### config.mk
export PLATFORM = sky130hd
export DESIGN_NAME = lfsr_crypt_engine
export DESIGN_NICKNAME = d
export VERILOG_FILES = /design/src/rtl/lfsr_crypt_engine.sv
export SDC_FILE = /design/constraint.sdc
export NUM_CORES = 1
export LEC_CHECK = 0
export ABC_AREA = 1
export CORE_MARGIN = 1.5
export CORE_UTILIZATION = 55
export DETAILED_ROUTE_END_ITERATION = 10
export GPL_ROUTABILITY_DRIVEN = 0
export GPL_TIMING_DRIVEN = 1
export HOLD_SLACK_MARGIN = 0.03
export PLACE_DENSITY = 0.86
export SYNTH_ARGS = -nofsm -noshare
export SYNTH_HDL_FRONTEND = slang
export SYNTH_SLANG_ARGS = --single-unit
export TNS_END_PERCENT = 1
### constraint.sdc
create_clock -name CLK -period 5.4 [get_ports CLK]
set_input_delay 1.08 -clock CLK [delete_from_list [all_inputs] [get_ports CLK]]
set_output_delay 1.08 -clock CLK [all_outputs]
set_load 0.01 [all_outputs]
### src/rtl/lfsr_crypt_engine.sv
// lfsr_crypt_engine: LFSR stream cipher over PAD-framed messages.
// Optional LFSR_STRIP_LEAD_EN: decrypt drops leading PAD words of the window.
module lfsr_crypt_engine #(
    parameter int W = 8,
    parameter int FRAME_LEN = 64,
    parameter int MSG_LEN = 41,
    parameter logic [W-1:0] PAD = W'('h20)
) (
    input  logic                             CLK,
    input  logic                             reset_n,
    input  logic                             start,
    input  logic                             cfg_mode,
    input  logic [W-1:0]                     cfg_taps,
    input  logic [W-1:0]                     cfg_seed,
    input  logic [$clog2(FRAME_LEN+1)-1:0]   cfg_pre_len,
    input  logic                             in_valid,
    output logic                             in_ready,
    input  logic [W-1:0]                     in_data,
    output logic                             out_valid,
    input  logic                             out_ready,
    output logic [W-1:0]                     out_data,
    output logic                             out_last,
    output logic                             busy,
    output logic                             done,
    output logic                             err
);
    localparam int PW = $clog2(FRAME_LEN + 1);
    typedef enum logic [1:0] {IDLE, RUN, DONE} state_t;
    state_t state, state_nxt;
    logic mode, go, bad, active, win, can_load, adv, emit, keep;
    logic [W-1:0] taps, lfsr, word;
    logic [PW-1:0] pre_len, idx;
    logic [PW:0] win_end;
    assign go = state == IDLE && start;
    assign bad = {1'b0, cfg_pre_len} > (PW+1)'(FRAME_LEN - MSG_LEN);
    assign active = state == RUN && idx < PW'(FRAME_LEN);
    assign win_end = {1'b0, pre_len} + (PW+1)'(MSG_LEN);
    assign win = idx >= pre_len && {1'b0, idx} < win_end;
    assign can_load = !out_valid || out_ready;
    // encrypt pad words advance on buffer space alone; everything else needs an input handshake
    assign adv = active && (!mode && !win ? can_load : in_valid && in_ready);
    assign word = (mode || win ? in_data : PAD) ^ lfsr;
    assign emit = adv && (!mode || win) && keep;
`ifdef LFSR_STRIP_LEAD_EN
    logic seen;
    assign keep = !mode || seen || word != PAD;
    always_ff @(posedge CLK) begin
        if (!reset_n)
            seen <= 1'b0;
        else
            seen <= go ? 1'b0 : seen || (emit && mode);
    end
`else
    assign keep = 1'b1;
`endif
    always_ff @(posedge CLK) begin
        if (!reset_n)
            state <= IDLE;
        else
            state <= state_nxt;
    end
    always_comb begin
        state_nxt = state == IDLE ? (go ? (bad ? DONE : RUN) : IDLE) :
                    state == RUN  ? (idx == PW'(FRAME_LEN) && can_load ? DONE : RUN) : IDLE;
    end
    always_comb begin
        busy = state != IDLE;
        done = state == DONE;
        in_ready = active && (mode || win) && can_load;
    end
    always_ff @(posedge CLK) begin
        if (!reset_n) begin
            mode      <= 1'b0;
            taps      <= '0;
            pre_len   <= '0;
            idx       <= '0;
            lfsr      <= '0;
            err       <= 1'b0;
            out_valid <= 1'b0;
            out_last  <= 1'b0;
            out_data  <= '0;
        end else begin
            if (go) begin
                mode    <= cfg_mode;
                taps    <= cfg_taps;
                pre_len <= cfg_pre_len;
                lfsr    <= cfg_seed;
                idx     <= '0;
                err     <= bad;
            end else if (adv) begin
                lfsr <= {lfsr[W-2:0], ^(lfsr & taps)};
                idx  <= idx + 1'b1;
            end
            if (emit)
                out_data <= word;
            // decrypt's final emission is always the last window word, if anything is emitted at all
            out_last  <= emit ? (mode ? {1'b0, idx} == win_end - 1'b1 : idx == PW'(FRAME_LEN - 1))
                              : out_last && out_valid && !out_ready;
            out_valid <= emit || (out_valid && !out_ready);
        end
    end
endmodule

==> metrics.txt <==
Max Fclk between 0.2 and 0.25 GHz; ANT nets after route 0; crit-path cells clkdlybuf4s50_1 > nor2_1 > nor3_1 > a21boi_0 > clkdlybuf4s50_1; Syn Std Cell Area 2880 um^2; WP data required 4320 ps; status completed; crit path time final about 4000 ps; top routing layer used met4; Starting Density 56.8%; Worst-Margin Slew 937 ps; Synth area leaders dfxtp_1 31%, nand2_1 16%, ha_1 7.4%; CP max stage cell nor3_1; setup TNS 0 ps; hold_sp taps[4]$_SDFFE_PN0P_; post-route insts no fill 559; fin. max-slew vios 0; initial antenna violation count 0; GRT overflow 0; leakage dissipation 0.00159 uW; GR Util All Layers 26.5%; total placed cells including tap cells about 550; Mapped Nets 497; Multi-input gate area 1720 um^2; worst vdd ir 234 uV; die height 75.4 um; CP Capture Type output port; DRT Wirelength 6970 um; Post-synth EDFFs 0; RSZ-0062 raised after global routing no; HP Class reg -> reg; CP dominant cell by count clkdlybuf4s50_1; highest net fanout along the worst path 4; DRC 0; Area growth syn-to-layout 23.8%; H-tree depth 2; CTS tree built; reg2reg end lfsr[2]$_SDFFE_PN0P_; drt pass-1 iters 4; Die Wd around 75 um; setup slack, reg-to-reg 2610 ps; WHS Endpoint taps[4]$_SDFFE_PN0P_; DP Worst Slack 1300 ps; CP startpoint kind input port; WL/cell 12.5 um; fin crit share 76.2%; DR vias 2,905; Post-synth ARST share 0%; cell family with most CP delay buffers and inverters; worst r2r src pre_len[0]$_SDFFE_PN0P_; largest net degree at the start of global routing 38; Initial DRC Count 188; cell with the most instances after synthesis nand2_1; Cell Pwr Density 254 nW/um^2; Max transition margin 37.3%; CTS max path bufs 2; Via density about 5.2; WL met3 362 um; CTS buffer count 5; Setup WS post-layout 1290 ps; CP bufs+invs 2; Post-DP HPWL 5240 um; main flop type after synthesis dfxtp_1; CP peak stage delay a little over 600 ps; clk_skew 4.33 ps; DR WL met2 3450 um; Ports 51; nets@finish ~540; sequential fraction of the synthesis area 30.6%; Final setup violation count 0; Antenna Cells 0; Avg Synthesized Cell Area 6.50 um^2; top cell type's share of synthesized area 30.6%; yosys synthesis warning count 0; Core Util, Final 70.3%; Cells after Synth ~440; row count 26; Post-CTS Setup Inserts 0; top cell type by total area after synthesis dfxtp_1; synth cell count leaders 124 x nand2_1, 53 x inv_1, 49 x nor2_1; Die Area 5680 um^2; Pwr Total 907 uW; Register Area 881 um^2; port bufs 50; number of global-route vias before repair 2,676; kind of critical path in -> out; clk_lat worst skew 300 ps; share of cells above drive strength 1 6.13%; Hold Path Stages 2; clock tree sinks 44; Reg clk slew, reported paths 80 ps; Worst Reg-to-Reg Cells 22; Yosys reg bits 44; first-pass GRT wire length 11,600 um; arrival time of the worst setup path 3030 ps; Hold Vio Cnt, Final 0; core area 5070 um^2; max cap viols 0; cts hold-fix bufs 0; Clock Tree Root clkbuf_8; # resized after CTS 0; wl on met1 between 3000 and 4000 um; post-synthesis cell type count 32; Fillers 445
[cell type report]
| class | instances | share of cell area, % |
|---|---|---|
| Multi-Input combinational cell | 330 | 48.2 |
| Sequential cell | 44 | 24.7 |
| Timing Repair Buffer | 51 | 14.2 |
| Inverter | 56 | 5.89 |
| Clock inverter | 3 | 2.53 |
| Tap cell | 70 | 2.46 |
| Clock buffer | 5 | 1.93 |
[worst reg2reg max path, cell delays in order (launching register included)]
cell     delay, ps
dfxtp_1        480
ha_1           230
nand2_1         60
nand2_1        120
inv_1           80
ha_1           270
nand2_1         60
inv_1           30
nand2_1         50
nand2_1         50
a21oi_1        120
nand2_1         60
nand2_1         60
nand2_1         50
nand2_1         60
nand2_2         80
nand2_4        200
nand2_4        110
nand2_4        190
nand2_4        130
nand2_1         90
nand2_1         40
nor2_1         120
[power breakdown]
group	leakage (uW)	internal, uW	switching [uW]
clock network	0.0000784	231	114
registers	0.000360	344	18.2
logic	0.00115	82.2	117
total	0.00159	658	249
[through the flow]
stage | hold slack (ps) | cell area (um^2)
floorplan | 455 | 2880
global placement | 464 | 3410
detailed placement | 475 | 3410
CTS | 493 | 3570
global route | 510 | 3570
finish | 487 | 3570
[logic make-up after synthesis]
group | Yosys count | synth area share, %
simple gates | 232 | 36.0
buf+inv | 69 | 9.73
flops | 44 | 30.6
fa+ha+maj | 17 | 7.38
compound gates | 68 | 12.4
xor+xnor | 13 | 3.95
[metal layers]
metal | vias up | global-route usage (%)
met5 | - | 0
met3 | 14 | 5.82
met1 | 1286 | 31.6
met2 | 100 | 46.7
li1 | 1505 | -
met4 | 0 | 9.92
[layout by cell type, fill, tap and decap left out]
cell type,instances
a211o_1,1
a21boi_0,1
a21oi_1,35
a31oi_1,1
buf_4,1
bufinv_16,3
clkbuf_8,5
clkdlybuf4s50_1,50
clkinv_1,1
dfxtp_1,44
ha_1,17
inv_1,53
inv_2,2
nand2_1,124
nand2_2,5
nand2_4,4
nand3_1,24
nand3_2,6
nand3_4,1
nand4_1,11
nor2_1,49
nor2_2,1
nor3_1,4
nor4_1,1
o2111ai_1,1
o21ai_0,27
o21bai_1,1
o31ai_1,1
or2_2,2
xnor2_1,7
xor2_1,6
[state kept, by name, summed over array words and instances, names as in the netlist]
name,flops
pre_len,7
state,2
err,1
mode,1
idx,7
out_data,8
lfsr,8
taps,8
out_valid,1
out_last,1
[how the worst max path moves through the flow]
stage	depth (start not counted)	from	endpoint
2_1_floorplan	3	out_ready	in_ready
3_3_place_gp	5	out_ready	in_ready
3_5_place_dp	5	out_ready	in_ready
4_1_cts	5	out_ready	in_ready
5_1_grt	17	pre_len[0]$_SDFFE_PN0P_	in_ready
6_report	5	out_ready	in_ready
Note: power is estimated with default switching activity, not from simulation.
